<file path="config.mk">
export PLATFORM = sky130hd
export DESIGN_NAME = accel_poll_sequencer
export DESIGN_NICKNAME = d
export VERILOG_FILES = /design/src/rtl/accel_pkg.sv /design/src/rtl/sample_tick_gen.sv /design/src/rtl/accel_poll_sequencer.sv
export SDC_FILE = /design/constraint.sdc
export NUM_CORES = 1
export LEC_CHECK = 0
export BUFFER_PORTS_ARGS = -buffer_cell sky130_fd_sc_hd__buf_2
export CORE_MARGIN = 5
export CORE_UTILIZATION = 40
export CTS_CLUSTER_SIZE = 30
export DETAILED_ROUTE_END_ITERATION = 6
export GPL_ROUTABILITY_DRIVEN = 0
export HOLD_SLACK_MARGIN = 0.05
export PLACE_DENSITY_LB_ADDON = 0.2
export SETUP_SLACK_MARGIN = 0.4
export SYNTH_ARGS = -nofsm -noshare
export SYNTH_HDL_FRONTEND = slang
export SYNTH_SLANG_ARGS = --single-unit
</file>
<file path="constraint.sdc">
create_clock -name clk -period 12.9 [get_ports clk]
set_input_delay 0.645 -clock clk [delete_from_list [all_inputs] [get_ports clk]]
set_output_delay 0.645 -clock clk [all_outputs]
set_load 0.05 [all_outputs]
</file>
<file path="src/rtl/accel_pkg.sv">
// ADXL345 polling sequencer: shared states, register map and init table.
package accel_pkg;

    typedef enum logic [2:0] {
        INIT_REQ  = 3'd0,
        INIT_WAIT = 3'd1,
        IDLE      = 3'd2,
        RD_REQ    = 3'd3,
        RD_WAIT   = 3'd4,
        PUBLISH   = 3'd5,
        BACKOFF   = 3'd6
    } seq_state_e;

    localparam logic [7:0] REG_DATA_FORMAT = 8'h31;
    localparam logic [7:0] REG_POWER_CTL   = 8'h2D;
    localparam logic [7:0] REG_DATAX0      = 8'h32;

    localparam int NUM_DATA_BYTES = 6;
    localparam int INIT_LEN       = 2;

    typedef struct packed {
        logic [7:0] addr;
        logic [7:0] data;
    } init_entry_t;

    // Entry 0 (low half) goes out first: full-res +/-16g, then measure mode.
    localparam init_entry_t [INIT_LEN-1:0] INIT_TABLE = {
        {REG_POWER_CTL,   8'h08},
        {REG_DATA_FORMAT, 8'h0B}
    };

    // Register address of data byte idx (DATAX0 .. DATAZ1).
    function automatic logic [7:0] data_reg(input logic [2:0] idx);
        return REG_DATAX0 + {5'd0, idx};
    endfunction

endpackage

</file>
<file path="src/rtl/sample_tick_gen.sv">
// Free-running frame-rate divider: one-cycle tick every PERIOD cycles.
module sample_tick_gen #(
    parameter int PERIOD = 500000
) (
    input  logic clk,
    input  logic rst,
    output logic tick
);
    localparam int W = (PERIOD > 1) ? $clog2(PERIOD) : 1;
    localparam logic [W-1:0] LAST = W'(PERIOD - 1);

    logic [W-1:0] cnt_q, cnt_d;

    // Wrap at PERIOD-1 so the first tick lands PERIOD cycles after reset release.
    always_comb begin
        cnt_d = (cnt_q == LAST) ? '0 : cnt_q + 1'b1;
    end

    // Divider state.
    always_ff @(posedge clk or posedge rst) begin
        if (rst) cnt_q <= '0;
        else     cnt_q <= cnt_d;
    end

    assign tick = (cnt_q == LAST);

endmodule

</file>
<file path="src/rtl/accel_poll_sequencer.sv">
// Drives the single-byte I2C master: configures the ADXL345, then reads
// DATAX0..DATAZ1 once per frame tick and publishes signed X/Y/Z samples.
module accel_poll_sequencer
    import accel_pkg::*;
#(
    parameter int         SYS_CLK_SPEED  = 50000000,
    parameter int         SAMPLE_RATE_HZ = 100,
    parameter int         TIMEOUT_CYCLES = 100000,
    parameter int         BACKOFF_CYCLES = 1000000,
    parameter logic [6:0] DEV_ADDR       = 7'h1D
) (
    input  logic        clk,
    input  logic        rst,
    input  logic        enable,
    input  logic        i2c_ready,
    input  logic        i2c_done,
    input  logic [7:0]  i2c_rdata,
    output logic        i2c_start,
    output logic [6:0]  i2c_dev_addr,
    output logic [7:0]  i2c_reg_addr,
    output logic        i2c_rw,
    output logic [7:0]  i2c_wdata,
    output logic [15:0] accel_x,
    output logic [15:0] accel_y,
    output logic [15:0] accel_z,
    output logic        sample_valid,
    output logic        init_done,
    output logic        overrun,
    output logic        timeout_err
);
    localparam int PERIOD  = SYS_CLK_SPEED / SAMPLE_RATE_HZ;
    localparam int CNT_MAX = (TIMEOUT_CYCLES > BACKOFF_CYCLES) ? TIMEOUT_CYCLES : BACKOFF_CYCLES;
    localparam int CW      = $clog2(CNT_MAX + 1);
    localparam int IW      = (INIT_LEN > 1) ? $clog2(INIT_LEN) : 1;

    // The timeout decision is taken one cycle early so that the registered
    // timeout_err pulse is visible exactly TIMEOUT_CYCLES-1 cycles after start.
    localparam logic [CW-1:0] TMO_LAST  = CW'(TIMEOUT_CYCLES - 2);
    localparam logic [CW-1:0] BKO_LAST  = CW'(BACKOFF_CYCLES - 1);
    localparam logic [2:0]    INIT_LAST = 3'(INIT_LEN - 1);
    localparam logic [2:0]    DATA_LAST = 3'(NUM_DATA_BYTES - 1);

    seq_state_e  state_q;
    logic [2:0]  idx_q;
    logic [CW-1:0] cnt_q;
    logic        start_q;
    logic [7:0]  reg_addr_q;
    logic        rw_q;
    logic [7:0]  wdata_q;
    logic [15:0] x_q, y_q, z_q;
    logic        sample_valid_q;
    logic        init_done_q;
    logic        overrun_q;
    logic        timeout_err_q;
    // Bytes 0..4 only; the last byte is taken straight from i2c_rdata at publish.
    logic [NUM_DATA_BYTES-2:0][7:0] byte_q;

    logic tick;

    sample_tick_gen #(.PERIOD(PERIOD)) u_tick (
        .clk  (clk),
        .rst  (rst),
        .tick (tick)
    );

    // Sequencer FSM with registered request and status outputs.
    always_ff @(posedge clk or posedge rst) begin
        if (rst) begin
            state_q        <= INIT_REQ;
            idx_q          <= '0;
            cnt_q          <= '0;
            start_q        <= 1'b0;
            reg_addr_q     <= '0;
            rw_q           <= 1'b0;
            wdata_q        <= '0;
            x_q            <= '0;
            y_q            <= '0;
            z_q            <= '0;
            byte_q         <= '0;
            sample_valid_q <= 1'b0;
            init_done_q    <= 1'b0;
            overrun_q      <= 1'b0;
            timeout_err_q  <= 1'b0;
        end else begin
            start_q        <= 1'b0;
            sample_valid_q <= 1'b0;
            overrun_q      <= 1'b0;
            timeout_err_q  <= 1'b0;

            // Ticks are never queued: one landing mid-frame is only reported.
            if (tick && init_done_q && (state_q != IDLE)) overrun_q <= 1'b1;

            case (state_q)
                INIT_REQ: begin
                    if (enable && i2c_ready) begin
                        start_q    <= 1'b1;
                        reg_addr_q <= INIT_TABLE[idx_q[IW-1:0]].addr;
                        wdata_q    <= INIT_TABLE[idx_q[IW-1:0]].data;
                        rw_q       <= 1'b0;
                        cnt_q      <= '0;
                        state_q    <= INIT_WAIT;
                    end
                end

                INIT_WAIT: begin
                    if (i2c_done) begin
                        if (idx_q == INIT_LAST) begin
                            init_done_q <= 1'b1;
                            idx_q       <= '0;
                            state_q     <= IDLE;
                        end else begin
                            idx_q   <= idx_q + 3'd1;
                            state_q <= INIT_REQ;
                        end
                    end else if (cnt_q == TMO_LAST) begin
                        timeout_err_q <= 1'b1;
                        init_done_q   <= 1'b0;
                        idx_q         <= '0;
                        cnt_q         <= '0;
                        state_q       <= BACKOFF;
                    end else begin
                        cnt_q <= cnt_q + 1'b1;
                    end
                end

                IDLE: begin
                    if (tick) state_q <= RD_REQ;
                end

                RD_REQ: begin
                    if (enable && i2c_ready) begin
                        start_q    <= 1'b1;
                        reg_addr_q <= data_reg(idx_q);
                        wdata_q    <= '0;
                        rw_q       <= 1'b1;
                        cnt_q      <= '0;
                        state_q    <= RD_WAIT;
                    end
                end

                RD_WAIT: begin
                    if (i2c_done) begin
                        if (idx_q == DATA_LAST) begin
                            x_q            <= {byte_q[1], byte_q[0]};
                            y_q            <= {byte_q[3], byte_q[2]};
                            z_q            <= {i2c_rdata, byte_q[4]};
                            sample_valid_q <= 1'b1;
                            idx_q          <= '0;
                            state_q        <= PUBLISH;
                        end else begin
                            byte_q[idx_q] <= i2c_rdata;
                            idx_q         <= idx_q + 3'd1;
                            state_q       <= RD_REQ;
                        end
                    end else if (cnt_q == TMO_LAST) begin
                        timeout_err_q <= 1'b1;
                        init_done_q   <= 1'b0;
                        idx_q         <= '0;
                        cnt_q         <= '0;
                        state_q       <= BACKOFF;
                    end else begin
                        cnt_q <= cnt_q + 1'b1;
                    end
                end

                PUBLISH: begin
                    state_q <= IDLE;
                end

                BACKOFF: begin
                    if (cnt_q == BKO_LAST) begin
                        cnt_q   <= '0;
                        idx_q   <= '0;
                        state_q <= INIT_REQ;
                    end else begin
                        cnt_q <= cnt_q + 1'b1;
                    end
                end

                default: begin
                    idx_q   <= '0;
                    cnt_q   <= '0;
                    state_q <= INIT_REQ;
                end
            endcase
        end
    end

    assign i2c_start    = start_q;
    assign i2c_dev_addr = DEV_ADDR;
    assign i2c_reg_addr = reg_addr_q;
    assign i2c_rw       = rw_q;
    assign i2c_wdata    = wdata_q;
    assign accel_x      = x_q;
    assign accel_y      = y_q;
    assign accel_z      = z_q;
    assign sample_valid = sample_valid_q;
    assign init_done    = init_done_q;
    assign overrun      = overrun_q;
    assign timeout_err  = timeout_err_q;

endmodule
</file>
==> out/qor.yml, run 1 <==
run_status: "finished, final reports clean"
antenna_found_initial: 0
clkTransAtPathRegs_ps: 70
die_h_um: 141.4
relSlewSlack: 0.3592
port-buffer-count: 75
yosysWarningCount: 0
fin_crit_sh: 0.2104
drt-initial-drc-count: 258
grt_max_degree: 81
ant_nets: 0
p_per_area_nw_per_um2: 140.9
h-tree-depth: 4
dr.pass1.iters: 5
p_seq_frac: 0.447
peakVddDrop_mv: 0.09498
rsz0062_at_grt: "no"
antenna_cells: 0
die_w_um: 141.4
cts_buffers: 17
yosysSeqAreaShare: 0.5330
p_int_mw: 0.7927
hpwl_um: 10050
cp_slowest_stage_delay_ps: 940
grtUsageTotal: 0.1525
p_leak_nw: 3.782
combPwrFrac: 0.129
worstPathRequired_ps: 13180
start_kind: "flop"
synth_area_leaders: "dfrtp_1, mux2_2, nand2_1, nor2_1, a21oi_1"
layout_commonest_cell: "dfrtp_1"
avgSynthCellArea_sq_um: 11.60
slew_violations: 0
critical_path_class: "reg2reg"
vias_per_cell: 5.299
final_hold_viol_count: 0
route.detailed.drc: 0
critPathCaptureType: "flop"
crit_path_top_delay_cell: "dfrtp_1"
grt_pass1_wl_um: 24510
layout_min_cycle_time_ps: 2714
synth_area_sq_um: 6902
core_sq_um: 17120
crit_path_cell_trace: "o21bai_1, a2bb2oi_2, and2_0, nor3_4, nor3_1"
p_clk_frac: 0.424
post-place-cells: 867
syn_to_final_growth_pct: 15.48
ios: 90
grt_overflow: 0
cp_max_fo: 32
max_cap_violations: 0
clock-sinks: 147
synth.top_cell.area_share: 0.5330
finalClockSkew_ps: 10.97
fin_cells: 899
setup_viol_count_final: 0
start_util: 0.4032
num_rows: 48
clock.fmax_mhz: 368.4
ys_ff_latch: 147
ys.flop_type: "dfrtp_1"
cts_resized: 0
mostFrequentLayoutCells: "dfrtp_1, mux2_2, buf_2, nand2_1, nor2_1"
avgRoutedWirePerCell_um: 16.37
drive_gt1_frac: 0.3234
crit_arrival_ps: 3000
worst_pin_slew_ps: 961.2
hold_buffers: 0
worstRegToRegCells: 5
hp-class: "in2async"
die-area_sq_um: 19980
clock_latency_ps: 420
nNetsFinal: 681
grt_pass1_vias: 4709
routed_wl_um: 14720
netSwitchingPower_mw: 0.3299
synth_edf_count: 0
vias: 4764
cts_root_buffer: "clkbuf_16"
clock_path_buffers: 2
p_sw_frac: 0.2939
fin_setup_tns_ps: 0
yosysUniqueCellTypes: 69
synthArstFlopShare: 1.000
cts_tree: "built"
synth_cells: 595
postCtsSetupBuffers: 0
synth_area_leader_cell: "dfrtp_1"
[power groups by stage]
stage          registers, mW  logic, mW  clock network (mW)
2_1_floorplan          0.534     0.0919                   0
3_3_place_gp           0.510      0.143                   0
3_5_place_dp           0.510      0.146                   0
4_1_cts                0.502      0.146               0.490
5_1_grt                0.504      0.157               0.508
6_report               0.502      0.145               0.476
[cell families (layout without fill, tap and decap cells)]
family,count (synthesis),in the layout,share of synthesized area
mux,94,94,0.1525
compound gates,85,85,0.08648
xor+xnor,18,18,0.02284
simple gates,189,189,0.1508
fa+ha+maj,7,7,0.01269
other cells,2,14,0.001088
flops,147,147,0.5330
buf+inv,53,120,0.04061
[worst max-delay path, delay by kind of cell, from the launching register on]
family	cells	cell delay, ps
flops	1	940
compound gates	2	380
simple gates	3	1250
[synthesized netlist by cell type, drive strengths merged (4+ instances only)]
cell,instances
or2,4
and3,5
nor3,19
nor4,6
xnor2,10
nand4,11
nand2,42
mux2i,5
clkbuf,13
buf,29
dfrtp,147
nor2b,6
and2,4
nor2,42
o31ai,5
a21oi,28
nand3,16
o21ai,19
mux2,89
and4,4
inv,11
ha,7
nand3b,6
xor2,8
nand2b,8
[stage by stage]
step                  util  power (mW)  hold slack [ps]  setup WS (ps)  instance area, sq um
global placement    0.4319      0.6529            445.0          10280                  7393
detailed placement  0.4319      0.6562            446.9          10210                  7393
CTS                 0.4656       1.138            331.4          10200                  7970
finish              0.4656       1.123            326.1          10190                  7970
global route        0.4656       1.170            375.9           9928                  7970
floorplan                -      0.6254            444.7           8304                  6947
[layer usage]
metal | track usage | vias to the layer above | routed length (um)
met5 | 0 | - | 0
met4 | 0.05048 | 0 | 206
met3 | 0.03438 | 19 | 797
met2 | 0.2493 | 123 | 7188
met1 | 0.2016 | 2376 | 6529
li1 | - | 2246 | -
[path summary, 6_finish.rpt]
check	slack, ps	start	end
max	10190	state_q[1]	cnt_q[2]
min	330	rst	u_tick.cnt_q[2]
max reg2reg	10190	state_q[1]	cnt_q[2]
min reg2reg	460	i2c_reg_addr[5]	i2c_reg_addr[5]
max in group asynchronous	11160	rst	accel_y[14]
min in group clk	460	i2c_reg_addr[5]	i2c_reg_addr[5]
[state kept, by name, summed over array words and instances, names as in the netlist]
name and count:
i2c_start 1, i2c_rw 1, accel_z 16, sample_valid 1
i2c_wdata 2, cnt_q 20, byte_q 40, u_tick.cnt_q 19
accel_y 16, timeout_err 1, i2c_reg_addr 6, init_done 1
accel_x 16, state_q 3, idx_q 3, overrun 1
[area by class of cell]
cell class,count,area [sq um]
multi-input combinational,407,2997
timing repair buffer,77,390.4
sequential,147,3679
fill,1605,9146
clock inverter,15,151.4
inverter,11,46.29
clock buffer,17,425.4
tap,225,281.5
(Power assumes the default switching activity.)
==> run 2, diff against run 1 <==
clock period = 2.6 ns   (was 12.9 ns; I/O delays follow)
==> run 2 against run 1 <==
Against the previous run: die area unchanged; first-iteration DRC count increased by 9.7%; global-route usage increased by 0.66 points; highest routed layer unchanged; total power increased to 5.2 times the previous value; clock power increased to 5.3 times the previous value; worst setup slack got worse by 9700 ps; core utilization increased by 2.3 points; clock skew about the same; largest power group is now the clock network; wire length increased by 3.9%; design area increased by 4.9%; clock-buffer cell count unchanged.
==> out/qor.yml, run 2 (synthesis results as in run 1) <==
peakVddDrop_mv: 0.5098  # +440%
worst_pin_slew_ps: 513.1  # -448.2 ps
die_w_um: 141.4  # unchanged
grt_pass1_wl_um: 25670  # +4.7%
layout_commonest_cell: "dfrtp_1"
dpl-instance-area_sq_um: 7527  # +1.8%
rsz0062_at_grt: "yes"
grt_max_degree: 86  # +6.2%
seq_area_sq_um: 3681  # about the same
num_rows: 48  # unchanged
clock.fmax_mhz: 464.3  # +26%
pre_cts_ws_ps: 318.7  # -9896 ps
layout_min_cycle_time_ps: 2154  # -560.8 ps
drt-initial-drc-count: 283  # +9.7%
timing.rr.start: "cnt_q[12]"
clock-sinks: 147  # unchanged
stdcell_area_sq_um: 8358  # +4.9%
fin_setup_tns_ps: 0  # unchanged
dr.pass1.iters: 4  # -1
hpwl_um: 10480  # +4.3%
post-place-cells: 880  # +1.5%
top_register: "byte_q"
worstPathRequired_ps: 2910  # -10270 ps
grt_pass1_vias: 4868  # +3.4%
routed_wl_um: 15300  # +3.9%
port-buffer-count: 75  # unchanged
combPwrFrac: 0.149  # +0.020
grtUsageTotal: 0.1590  # +0.006557
cts_root_buffer: "clkbuf_16"
cts_buffers: 17  # unchanged
grt_overflow: 0  # unchanged
slew_violations: 0  # unchanged
setup_viol_count_final: 0  # unchanged
avgRoutedWirePerCell_um: 16.43  # +0.35%
critPathCaptureType: "flop"
clock_path_buffers: 2  # unchanged
p_int_mw: 4.146  # +420%
vias: 4881  # +2.5%
fillers: 1541  # -4.0%
p_leak_nw: 3.981  # +5.3%
antenna_cells: 0  # unchanged
ios: 90  # unchanged
clock_latency_ps: 420  # about the same
start_util: 0.4032  # unchanged
vias_per_cell: 5.243  # -1.1%
p_clk_frac: 0.430  # +0.006
relSlewSlack: 0.6553  # +0.2962
drive_gt1_frac: 0.3626  # +0.03916
finalClockSkew_ps: 10.84  # -0.1346 ps
antenna_found_initial: 0  # unchanged
min_path_cells: 2
critPathLaunch: "cnt_q[12]"
cts_tree: "built"
cp_max_fo: 6  # -81%
worstRegToRegCells: 5  # unchanged
ant_nets: 0  # unchanged
die-area_sq_um: 19980  # unchanged
h-tree-depth: 4  # unchanged
route.detailed.drc: 0  # unchanged
p_per_area_nw_per_um2: 702.9  # +400%
fin_cells: 931  # +3.6%
netSwitchingPower_mw: 1.729  # +420%
start_kind: "flop"
max_cap_violations: 0  # unchanged
hp-class: "in2reg"
die_h_um: 141.4  # unchanged
run_status: "finished, final reports clean"
reg_top3: "byte_q: 40 flops, cnt_q: 20 flops, u_tick.cnt_q: 19 flops"
nNetsFinal: 713  # +4.7%
largest_register_ffs: 40  # unchanged
p_seq_frac: 0.421  # -0.026
mostFrequentLayoutCells: "dfrtp_1, mux2_2, buf_2, nand2_1, nor2_1"
worst_slack_ps: 446.4  # -9739 ps
hold_start: "i2c_rdata[3]"
syn_to_final_growth_pct: 21.10
p_sw_frac: 0.2943  # +0.0003612
multiInputGateArea_sq_um: 3045  # +1.6%
critical_path_class: "reg2reg"
crit_arrival_ps: 2460  # -540 ps
clkTransAtPathRegs_ps: 60  # about the same
fin_crit_sh: 0.8283  # +0.6179
final_core_util: 0.4883  # +0.02266
final_hold_viol_count: 0  # unchanged
core_sq_um: 17120  # unchanged
==> run 2: final timing paths <==
check,endpoint,slack (ps)
worst max-delay path,idx_q[1],450
worst min-delay path,byte_q[35],70
worst max register to register,idx_q[1],450
worst min register to register,i2c_reg_addr[5],460
max in group asynchronous,accel_z[14],1840
min in group asynchronous,u_tick.cnt_q[5],390
==> run 2: critical path, cell delays in order (launching register included) <==
cell      delay, ps
dfrtp_1         420
or4b_4          540
nor3_4          340
a31oi_4         200
nand2b_4        190
a221o_1         340
==> run 2: area by class of cell <==
class,count,share of cell area
inverters,11,0.005389
repair buffers,109,0.08338
multi-input cells,407,0.3644
clock inverters,15,0.02186
well taps,225,0.03368
flip-flops and latches,147,0.4404
clock buffers,17,0.05090
==> run 2: timing repair <==
item / in CTS / in global routing
buffers inserted: 5 / 6
pin swaps: 2 / 9
hold endpoints to repair: 179 / 0
cloned: 0 / 1
hold buffers: 7 / 0
setup endpoints to repair: 15 / 30
resized for setup: 3 / 18
==> run 2: power by group through the flow <==
stage | Clock [mW] | Combinational, mW | Sequential (mW)
after detailed placement | 0 | 0.784 | 2.51
after CTS | 2.58 | 0.831 | 2.47
after global routing | 2.69 | 0.944 | 2.48
after global placement | 0 | 0.768 | 2.51
final | 2.53 | 0.878 | 2.47
after floorplan | 0 | 0.456 | 2.65
==> run 2: layer usage <==
| layer | share of wire | GRT usage | up-vias |
|---|---|---|---|
| met5 | 0 | 0 | - |
| met4 | 0.016 | 0.04793 | 0 |
| met3 | 0.049 | 0.04415 | 22 |
| met2 | 0.47 | 0.2466 | 114 |
| met1 | 0.46 | 0.2186 | 2430 |
| li1 | - | - | 2315 |
==> run 2: per-stage QoR <==
step | hold slack (ps) | total power [mW]
after floorplan | 280.6 | 3.104
after global placement | 299.8 | 3.276
after detailed placement | 298.1 | 3.299
after CTS | 60.63 | 5.884
after global routing | 59.03 | 6.115
final | 68.08 | 5.875
==> run 3, diff against run 2 <==
clock period = 1.75 ns   (was 2.6 ns; I/O delays follow)
==> run 3 against run 2 <==
Against the previous run: global-route usage grew 2.6 points; the run now ends with setup timing left; total power rose by 50%; wire length up 21%; largest cell class unchanged; register-to-register slack lost 790 ps.
==> out/qor.yml, run 3 (synthesis results as in run 1) <==
hp-class: "in2reg"
rrSetupSlack_ps: -350  # -790 ps
antenna_found_initial: 0  # unchanged
critical_path_class: "reg2reg"
violations: "setup timing"
start_kind: "flop"
met3_usage: 0.03472  # -0.009437
drive_gt1_frac: 0.4944  # +0.1318
max_cap_violations: 0  # unchanged
timing.rr.end: "state_q[1]"
fin_crit_sh: 1.197  # +0.3690
critPathCaptureType: "flop"
cts_tree: "built"
grt_pass1_vias: 5447  # +12%
peakVddDrop_mv: 0.6862  # +35%
nNetsFinal: 810  # +14%
avgRoutedWirePerCell_um: 18.04  # +9.8%
route.detailed.drc: 0  # unchanged
final_hold_viol_count: 0  # unchanged
fin_cells: 1028  # +10%
dpl-instance-area_sq_um: 8113  # +7.8%
vias_per_cell: 5.229  # -0.27%
cts_buffers: 17  # unchanged
hpwl_um: 11260  # +7.4%
hold_end: "state_q[0]"
die_w_um: 141.4  # unchanged
slew_violations: 0  # unchanged
drt-initial-drc-count: 412  # +46%
crit_arrival_ps: 2450  # about the same
clkTransAtPathRegs_ps: 70  # about the same
worstPathRequired_ps: 2100  # -810 ps
stdcell_area_sq_um: 9937  # +19%
rsz0062_at_grt: "yes"
mostFrequentLayoutCells: "dfrtp_1, buf_4, buf_2, mux2_4, nand2_1"
finalClockSkew_ps: 8.386  # -2.452 ps
timing.rr.start: "cnt_q[0]"
dr.pass1.iters: 4  # unchanged
min_path_cells: 4  # +2
pre_cts_ws_ps: -320.8  # -639.5 ps
ant_nets: 0  # unchanged
core_sq_um: 17120  # unchanged
start_util: 0.4032  # unchanged
largest_register_ffs: 40  # unchanged
grt_max_degree: 81  # -5.8%
routed_wl_um: 18540  # +21%
clock_latency_ps: 420  # about the same
grt_overflow: 0  # unchanged
setup_viol_count_final: 115  # +115
relSlewSlack: 0.6277  # -0.02765
grtUsageMet2: 0.3007  # +0.05418
syn_to_final_growth_pct: 43.98
grtUsageTotal: 0.1850  # +0.02600
antenna_cells: 0  # unchanged
worst_slack_ps: -345.3  # -791.8 ps
hold_start: "i2c_done"
num_rows: 48  # unchanged
worstRegToRegCells: 8  # +3
die_h_um: 141.4  # unchanged
vias: 5375  # +10%
worst_pin_slew_ps: 558.2  # +45.10 ps
cts_root_buffer: "clkbuf_16"
post-place-cells: 944  # +7.3%
top_register: "byte_q"
clock-sinks: 147  # unchanged
grt_pass1_wl_um: 29570  # +15%
p_per_area_nw_per_um2: 889.2  # +26%
reg_top3: "byte_q: 40 flops, cnt_q: 20 flops, u_tick.cnt_q: 19 flops"
clock.fmax_mhz: 477.2  # +2.8%
total_power_mw: 8.836  # +50%
ios: 90  # unchanged
layout_commonest_cell: "dfrtp_1"
h-tree-depth: 4  # unchanged
clock_path_buffers: 2  # unchanged
die-area_sq_um: 19980  # unchanged
cp_max_fo: 3  # -3
grt_busiest_layer: "met2"
port-buffer-count: 75  # unchanged
run_status: "complete, but fails checks"
grt_use_met1: 0.2520  # +0.03340
p_leak_nw: 4.760  # +20%
layout_min_cycle_time_ps: 2095  # -58.23 ps
-- run 3: changes by cell type in the layout (fill, tap and decap cells not counted), moves of 8 or more --
cell and delta:
buf_4 +57, buf_6 +23, mux2_2 -55, mux2_4 +55, nor2_1 -13, nor2_4 +10
o21ai_0 -8
-- run 3: final cells by class --
type,instances,area (sq um)
fillers,1408,7179
flip-flops and latches,147,3680
multi-input cells,407,3597
repair buffers,206,1744
clock buffers,18,439.2
well taps,225,281.5
clock inverters,14,146.4
inverters,11,48.80
-- run 3: worst max-delay path by stage --
stage / start / cells past startpoint / to
3_3_place_gp: cnt_q[0] / 7 / cnt_q[7]
3_5_place_dp: cnt_q[0] / 7 / cnt_q[7]
6_report: cnt_q[0] / 8 / state_q[1]
5_1_grt: cnt_q[0] / 8 / state_q[2]
2_1_floorplan: cnt_q[11] / 5 / idx_q[2]
4_1_cts: cnt_q[0] / 8 / cnt_q[18]
-- run 3: what timing repair did --
item / in CTS / in global routing
endpoints found under the setup margin: 142 / 144
gates cloned: 6 / 1
hold buffers: 9 / 0
resized for setup: 135 / 35
hold endpoints to repair: 192 / 0
buffers inserted: 27 / 9
pin swaps: 28 / 23
-- run 3: critical path, stage by stage (launching register included) --
cell	delay (ps)
dfrtp_1	390
inv_1	60
ha_1	150
or4bb_4	550
nor4_4	270
nand3b_1	210
buf_6	170
a21oi_1	100
nand3b_1	120
-- run 3: layer usage --
metal  vias to the layer above  wire (um)
li1                       2512          -
met1                      2725       8423
met2                       118       9178
met3                        20        702
met4                         0        236
met5                         -          0
-- run 3: through the flow --
stage	hold WS, ps	utilization	TNS (ps)
after floorplan	238.0	-	-32170
after global placement	267.1	0.4740	-11740
after detailed placement	265.8	0.4740	-15390
after CTS	78.99	0.5660	-10120
after global routing	143.5	0.5806	-23320
final	108.5	0.5806	-15050
-- run 3: report_power, final --
part / leakage (nW) / total, mW / switching, mW / internal [mW]
logic: 2.47 / 1.56 / 0.954 / 0.609
registers: 2.00 / 3.65 / 0.107 / 3.54
clock network: 0.287 / 3.62 / 1.58 / 2.04
total: 4.76 / 8.84 / 2.64 / 6.20
